### src/rtl/mips_mem_bus_if.sv
// Avalon-MM bus between mips_mem_bus_ctrl (master) and the memory slave.
interface mips_mem_bus_if #(
  parameter int ADDR_W = 32
) ();
  logic [ADDR_W-1:0] address;
  logic              read;
  logic              write;
  logic [3:0]        byteenable;
  logic [31:0]       writedata;
  logic              waitrequest;
  logic [31:0]       readdata;

  modport master (
    output address, read, write, byteenable, writedata,
    input  waitrequest, readdata
  );

  modport slave (
    input  address, read, write, byteenable, writedata,
    output waitrequest, readdata
  );
endinterface

### src/rtl/mips_mem_bus_ctrl.sv
// Memory-side controller for the multi-cycle MIPS core: fetch in FETCH, load/store in EXEC2.
// Optional stall counter enabled by defining MEM_IF_STALL_COUNT_EN.

module mips_mem_bus_lane #(
  parameter int LANE_IDX = 0,
  parameter int LANE_W   = 8
) (
  input  logic [1:0]        size,
  input  logic [1:0]        off,
  input  logic [LANE_W-1:0] b_src,
  input  logic [LANE_W-1:0] h_src,
  input  logic [LANE_W-1:0] w_src,
  output logic              be,
  output logic [LANE_W-1:0] wd
);
  localparam logic [1:0] IDX = LANE_IDX[1:0];

  always_comb begin
    be = 1'b0;
    wd = '0;
    case (size)
      2'b00: begin be = (off == IDX);       wd = b_src; end
      2'b01: begin be = (off[1] == IDX[1]); wd = h_src; end
      2'b10: begin be = 1'b1;               wd = w_src; end
      default: ;
    endcase
  end
endmodule

module mips_mem_bus_ctrl #(
  parameter int          ADDR_W            = 32,
  parameter logic [31:0] RESET_VECTOR_WORD = 32'h0000_0000
) (
  input  logic              clk,
  input  logic              rst,
  input  logic [1:0]        s,
  input  logic [ADDR_W-1:0] pc,
  input  logic [ADDR_W-1:0] mem_addr,
  input  logic              mem_read_req,
  input  logic              mem_write_req,
  input  logic [1:0]        mem_size,
  input  logic              mem_signed,
  input  logic [31:0]       mem_wdata,
  mips_mem_bus_if.master    bus,
  output logic [31:0]       instr,
  output logic [31:0]       load_data,
  output logic              misalign_err,
  output logic [31:0]       stall_cycles
);
  localparam int NUM_LANES = 4;
  localparam int LANE_W    = 8;

  typedef enum logic [1:0] {
    S_FETCH = 2'b00,
    S_EXEC1 = 2'b01,
    S_EXEC2 = 2'b10,
    S_HALT  = 2'b11
  } state_e;

  typedef struct packed {
    logic                               rd;
    logic                               wr;
    logic [ADDR_W-1:0]                  addr;
    logic [NUM_LANES-1:0]               be;
    logic [NUM_LANES-1:0][LANE_W-1:0]   wd;
  } req_t;

  state_e st;
  state_e s_prev_q, s_prev_d;
  logic   done_q, done_d;
  logic   misalign_err_q, misalign_err_d;
  logic [31:0] instr_q, instr_d;
  logic [31:0] load_data_q, load_data_d;

  logic [1:0] off;
  logic       done_eff, size_ok, fetch_go, exec_act, exec_go, err, accept;
  logic [NUM_LANES-1:0]             lane_be;
  logic [NUM_LANES-1:0][LANE_W-1:0] lane_wd;
  req_t        req;
  logic [7:0]  ld_b;
  logic [15:0] ld_h;
  logic [31:0] ld_ext;
  logic        unused_pc;

  assign st        = state_e'(s);
  assign off       = mem_addr[1:0];
  assign unused_pc = ^pc[1:0];

  for (genvar i = 0; i < NUM_LANES; i++) begin : g_lane
    mips_mem_bus_lane #(.LANE_IDX(i), .LANE_W(LANE_W)) u_lane (
      .size  (mem_size),
      .off   (off),
      .b_src (mem_wdata[LANE_W-1:0]),
      .h_src (mem_wdata[LANE_W*(i%2) +: LANE_W]),
      .w_src (mem_wdata[LANE_W*i +: LANE_W]),
      .be    (lane_be[i]),
      .wd    (lane_wd[i])
    );
  end

  // A stale done from the previous state visit must not block the first cycle of a new one.
  always_comb begin
    done_eff = done_q && (st == s_prev_q);
    case (mem_size)
      2'b00:   size_ok = 1'b1;
      2'b01:   size_ok = !off[0];
      2'b10:   size_ok = (off == 2'b00);
      default: size_ok = 1'b0;
    endcase
    fetch_go = (st == S_FETCH) && !done_eff;
    exec_act = (st == S_EXEC2) && !done_eff;
    exec_go  = exec_act && (mem_read_req ^ mem_write_req) && size_ok;
    err      = exec_act && ((mem_read_req && mem_write_req) ||
                            ((mem_read_req || mem_write_req) && !size_ok));

    req = '0;
    if (fetch_go) begin
      req.rd   = 1'b1;
      req.addr = {pc[ADDR_W-1:2], 2'b00};
      req.be   = '1;
    end else if (exec_go) begin
      req.rd   = mem_read_req;
      req.wr   = mem_write_req;
      req.addr = {mem_addr[ADDR_W-1:2], 2'b00};
      req.be   = mem_read_req ? '1 : lane_be;
      req.wd   = mem_write_req ? lane_wd : '0;
    end
    // Reset kills the bus immediately, even in the middle of a stalled transfer.
    if (!rst) req = '0;

    accept = (req.rd || req.wr) && !bus.waitrequest;
  end

  always_comb begin
    ld_b = bus.readdata[{off, 3'b000} +: 8];
    ld_h = bus.readdata[{off[1], 4'b0000} +: 16];
    case (mem_size)
      2'b00:   ld_ext = {{24{mem_signed & ld_b[7]}}, ld_b};
      2'b01:   ld_ext = {{16{mem_signed & ld_h[15]}}, ld_h};
      default: ld_ext = bus.readdata;
    endcase
  end

  always_comb begin
    s_prev_d       = st;
    instr_d        = (fetch_go && accept) ? bus.readdata : instr_q;
    load_data_d    = (exec_go && mem_read_req && accept) ? ld_ext : load_data_q;
    misalign_err_d = misalign_err_q | err;
    done_d         = done_q;
    if (st != s_prev_q) done_d = 1'b0;
    // An acceptance on the first edge of a visit belongs to that visit.
    if (accept || err)  done_d = 1'b1;
  end

  always_ff @(posedge clk or negedge rst) begin
    if (!rst) begin
      s_prev_q       <= S_FETCH;
      done_q         <= 1'b0;
      misalign_err_q <= 1'b0;
      instr_q        <= RESET_VECTOR_WORD;
      load_data_q    <= '0;
    end else begin
      s_prev_q       <= s_prev_d;
      done_q         <= done_d;
      misalign_err_q <= misalign_err_d;
      instr_q        <= instr_d;
      load_data_q    <= load_data_d;
    end
  end

`ifdef MEM_IF_STALL_COUNT_EN
  logic [31:0] stall_q, stall_d;

  always_comb begin
    stall_d = stall_q;
    if ((req.rd || req.wr) && bus.waitrequest) stall_d = stall_q + 32'd1;
  end

  always_ff @(posedge clk or negedge rst) begin
    if (!rst) stall_q <= '0;
    else      stall_q <= stall_d;
  end

  assign stall_cycles = stall_q;
`else
  assign stall_cycles = '0;
`endif

  assign bus.address    = req.addr;
  assign bus.read       = req.rd;
  assign bus.write      = req.wr;
  assign bus.byteenable = req.be;
  assign bus.writedata  = req.wd;
  assign instr          = instr_q;
  assign load_data      = load_data_q;
  assign misalign_err   = misalign_err_q;
endmodule
### src/flat_wrapper.sv
// flat-port wrapper written by rule: the top's interface ports become plain ports
module mips_mem_bus_ctrl_flat 
#(
  parameter int          ADDR_W            = 32,
  parameter logic [31:0] RESET_VECTOR_WORD = 32'h0000_0000
)
  (clk, rst, s, pc, mem_addr, mem_read_req, mem_write_req, mem_size, mem_signed, mem_wdata, instr, load_data, misalign_err, stall_cycles, bus_address, bus_read, bus_write, bus_byteenable, bus_writedata, bus_waitrequest, bus_readdata);
  mips_mem_bus_if #(.ADDR_W(ADDR_W)) bus_i ();
  input  logic clk;
  input  logic rst;
  input  logic [1:0] s;
  input  logic [ADDR_W-1:0] pc;
  input  logic [ADDR_W-1:0] mem_addr;
  input  logic mem_read_req;
  input  logic mem_write_req;
  input  logic [1:0] mem_size;
  input  logic mem_signed;
  input  logic [31:0] mem_wdata;
  output logic [31:0] instr;
  output logic [31:0] load_data;
  output logic misalign_err;
  output logic [31:0] stall_cycles;
  output wire logic [$bits(bus_i.address)-1:0] bus_address;
  output wire logic [$bits(bus_i.read)-1:0] bus_read;
  output wire logic [$bits(bus_i.write)-1:0] bus_write;
  output wire logic [$bits(bus_i.byteenable)-1:0] bus_byteenable;
  output wire logic [$bits(bus_i.writedata)-1:0] bus_writedata;
  input wire logic [$bits(bus_i.waitrequest)-1:0] bus_waitrequest;
  input wire logic [$bits(bus_i.readdata)-1:0] bus_readdata;
  assign bus_address = bus_i.address;
  assign bus_read = bus_i.read;
  assign bus_write = bus_i.write;
  assign bus_byteenable = bus_i.byteenable;
  assign bus_writedata = bus_i.writedata;
  assign bus_i.waitrequest = bus_waitrequest;
  assign bus_i.readdata = bus_readdata;
  mips_mem_bus_ctrl #(.ADDR_W(ADDR_W), .RESET_VECTOR_WORD(RESET_VECTOR_WORD)) u_core (.clk(clk), .rst(rst), .s(s), .pc(pc), .mem_addr(mem_addr), .mem_read_req(mem_read_req), .mem_write_req(mem_write_req), .mem_size(mem_size), .mem_signed(mem_signed), .mem_wdata(mem_wdata), .bus(bus_i), .instr(instr), .load_data(load_data), .misalign_err(misalign_err), .stall_cycles(stall_cycles));
endmodule
### config.mk
export PLATFORM = sky130hd
export DESIGN_NAME = mips_mem_bus_ctrl_flat
export DESIGN_NICKNAME = d
export VERILOG_FILES = /design/src/rtl/mips_mem_bus_if.sv /design/src/rtl/mips_mem_bus_ctrl.sv /design/src/flat_wrapper.sv
export SDC_FILE = /design/constraint.sdc
export NUM_CORES = 1
export LEC_CHECK = 0
export ABC_AREA = 1
export CAP_MARGIN = 10
export CORE_MARGIN = 2
export CORE_UTILIZATION = 42
export DETAILED_ROUTE_END_ITERATION = 6
export GPL_ROUTABILITY_DRIVEN = 0
export PLACE_DENSITY = 0.88
export REMOVE_ABC_BUFFERS = 1
export SETUP_SLACK_MARGIN = 0.2
export SLEW_MARGIN = 30
export SYNTH_ARGS = -nofsm -noshare
export SYNTH_HDL_FRONTEND = slang
export SYNTH_HIERARCHICAL = 1
export SYNTH_SLANG_ARGS = --single-unit
### constraint.sdc
create_clock -name clk -period 5.96 [get_ports clk]
set_input_delay 1.49 -clock clk [delete_from_list [all_inputs] [get_ports clk]]
set_output_delay 1.49 -clock clk [all_outputs]
set_load 0.05 [all_outputs]
==> flow_summary_export.csv <==
group,metric,value,unit
pwr,p_comb_frac,0.426,
synth,synth_compound_area_frac,0.0498,
sta,clock.fmax,187,MHz
synth,syn_area,0.00538,mm2
synth,ys_async_sr_fraction,1.00,
worst_hold_path,hold_class,"reg -> reg",
status,violations,"DRC",
synth,synthMuxAreaShare,0.0800,
route,antenna_left,0,
global_routing,antenna_found_initial,0,
synth,yosysTopAreaCell,"dfrtp_1",
pwr,p_int,1.23,mW
sta,final_hold_viol_count,0,
placement,dp_cells,1172,
sta,fin_crit_sh,0.898,
job,max_cap_viol_count,0,
pwr,p_leak,4.12,nW
layout,area_delta_synth_final,65.8,%
pwr,switchingPower,773,uW
synth,syn_inst,771,
synth,yosys_most_used_dff,"dfrtp_1",
route,drt_first_iter_violations,851,
clock_network,clk_latency,0.33,ns
layout,n_antenna_cell,0,
critical_path,path_class,"in -> out",
sta,min_period,5.35,ns
synth,ys_seq_elements,68,
critical_path,critPathCaptureType,"output port",
global_routing,grt_max_degree,68,
sta,tns,0,ns
floorplanning,dieWidth,117,um
placement,dp_slack,0.644,ns
pwr,power,2.00,mW
pwr,power_density,225,mW/mm2
route,first_pass_iters,7,
route,vias,6334,
floorplanning,core,0.0126,mm2
route,wl_per_cell,17.8,um
floorplanning,initial_core_util,0.428,
sta,finClkSkew,0.00388,ns
status,outcome,"finished with violations",
clock_network,cts_buffer_depth,2,
route,wl,21200,um
synth,synth_cell_type_count,37,
synth,synthAdderAreaFrac,0.00465,
clock_network,clkTransAtPathRegs,0.05,ns
clock_network,post_cts_buffers,0,
synth,synthTopCellsByArea,"dfrtp_1 32%, nand2_1 17%, nand3_1 11%",
route,drc,4,
sta,setup_viol,0,
synth,synth_edf_count,0,
placement,dpl.hpwl,16000,um
synth,synth_warnings,6,
layout,utilization,0.710,
floorplanning,io_pins,305,
clock_network,cts_buffers,9,
global_routing,grt_usage,0.307,
placement,portBuffers,268,
critical_path,startpoint_type,"input port",
layout,layout.cells.non_filler,1188,
pwr,p_clk_frac,0.292,
floorplanning,die_area,0.0137,mm2
clock_network,cts_resized,0,
critical_path,path_max_fanout,34,
layout,fill_cells,942,
synth,yosys.area_share.simple,0.400,
global_routing,overflow,0,
sta,worst_slew_pin_slew,0.918,ns
clock_network,hold_buffers,0,
global_routing,grt_pass1_wl,32300,um
pwr,switching_share,0.386,
sta,drv_slew,0,
floorplanning,die_y,117,um
global_routing,grt_pass1_vias,5899,
synth,synth_xor_area_frac,0,
route,via_per_inst,5.33,
synth,synth_top_family_by_area,"simple AND/OR/NAND/NOR gates",
clock_network,root_buffer,"clkbuf_16",
clock_network,cts_tree,"done",
synth,seq_area_frac_synth,0.316,
critical_path,cp.required,4.47,ns
floorplanning,fp-row-count,41,
clock_network,clock_sink_count,68,
pwr,ir_worst_vdd,0.268,mV
layout,drive_gt1_frac,0.156,
synth,syn_area_per_cell,6.98,um2
pwr,power_frac_seq,0.282,
sta,relSlewSlack,0.386,
sta,grt_setup_unrepaired,"no",
clock_network,h-tree-depth,3,
synth,synth_top_area_frac,0.316,
critical_path,critical_path_arrival,3.86,ns
layout,nNetsFinal,1151,
sta,fin_ws,0.606,ns
registers in the layout, indices dropped and copies added (netlist names):
register and flops:
u_core/load_data 32, u_core/s_prev_q 2, u_core/done_q 1, u_core/instr 32, u_core/misalign_err 1
cell usage in the layout (no fill, tap or decap), types with 6 or more instances in the layout:
cell / count
nand2_1: 243
clkdlybuf4s50_1: 197
nand3_1: 122
dfrtp_1: 68
buf_12: 67
inv_1: 56
nor2_1: 42
conb_1: 34
nand4_1: 32
a21oi_1: 30
mux2_2: 29
buf_4: 10
clkbuf_16: 9
nand3_2: 9
inv_2: 7
mux2i_1: 7
and2_1: 6
o221ai_1: 6
final timing paths:
| check | startpoint | to | slack, ns | cells after the start |
|---|---|---|---|---|
| setup reg to reg | u_core/s_prev_q[1] | u_core/load_data[1] | 3.14 | 10 |
| min in group asynchronous | rst | u_core/instr[31] | 1.01 | 1 |
| hold reg to reg | u_core/load_data[2] | u_core/load_data[2] | 0.47 | 2 |
| max in group asynchronous | rst | u_core/instr[3] | 3.95 | 2 |
| setup / recovery | mem_write_req | bus_writedata[26] | 0.61 | 8 |
| hold / removal | u_core/load_data[2] | u_core/load_data[2] | 0.47 | 2 |
logic make-up after synthesis:
group                    count (synthesis)
AO/OA/AOI/OAI                           45
adder cells (fa/ha/maj)                  2
buffers and inverters                  148
flip-flops                              68
multiplexers                            39
other                                    1
AND/OR/NAND/NOR                        468
worst max-delay path, stage by stage:
cell and delay, ns:
clkdlybuf4s50_1 0.57, inv_1 0.07, ha_1 0.29, nand2_2 0.07
nor2_4 0.26, nand4_4 0.48, nor2_1 0.43, buf_12 0.19
layer usage:
metal | vias up | global-route usage | wire (um)
li1 | 2939 | - | -
met4 | 0 | 0.111 | 1010
met5 | - | 0 | 0
met1 | 2896 | 0.377 | 7720
met3 | 86 | 0.0829 | 2020
met2 | 413 | 0.519 | 10400
power by group through the flow:
stage               logic [mW]  registers, mW  clock network (mW)
global route             0.897          0.572               0.610
floorplan                0.249          0.798                   0
global placement         0.835          0.565                   0
detailed placement       0.845          0.571                   0
CTS                      0.851          0.565               0.588
finish                   0.854          0.565               0.585
cell type report:
class	count	area, um2	area share
clock buffer	11	253	0.0283
clock inverter	5	82.6	0.00926
inverter	68	263	0.0295
multi-input combinational	588	3000	0.337
sequential	68	1700	0.191
tap	172	215	0.0241
timing repair buffer	276	3400	0.381
cells in the mapped netlist, types with 2 or more instances:
library cell  count
mux2i_1           7
o21ai_2           3
o221ai_1          6
buf_2             4
nor2_4            3
and2_1            6
clkbuf_1         20
inv_1            58
dfrtp_1          68
nand3_1         122
clkinv_1          3
inv_2             5
nor2_2            3
ha_1              2
nand2_1         243
mux2_2           29
nand4_1          32
mux2_1            3
nand3_2           9
a21oi_1          30
nor2_1           42
o21ai_0           3
nand2_2           3
buf_4            45
buf_6             8
buf_1             3
stage by stage:
step	hold slack, ns	instance area (um2)
finish	0.469	8920
global route	0.490	8920
CTS	0.471	8920
detailed placement	0.457	8580
global placement	0.453	8580
floorplan	0.684	4970
Note: power is estimated with default switching activity, not from simulation.
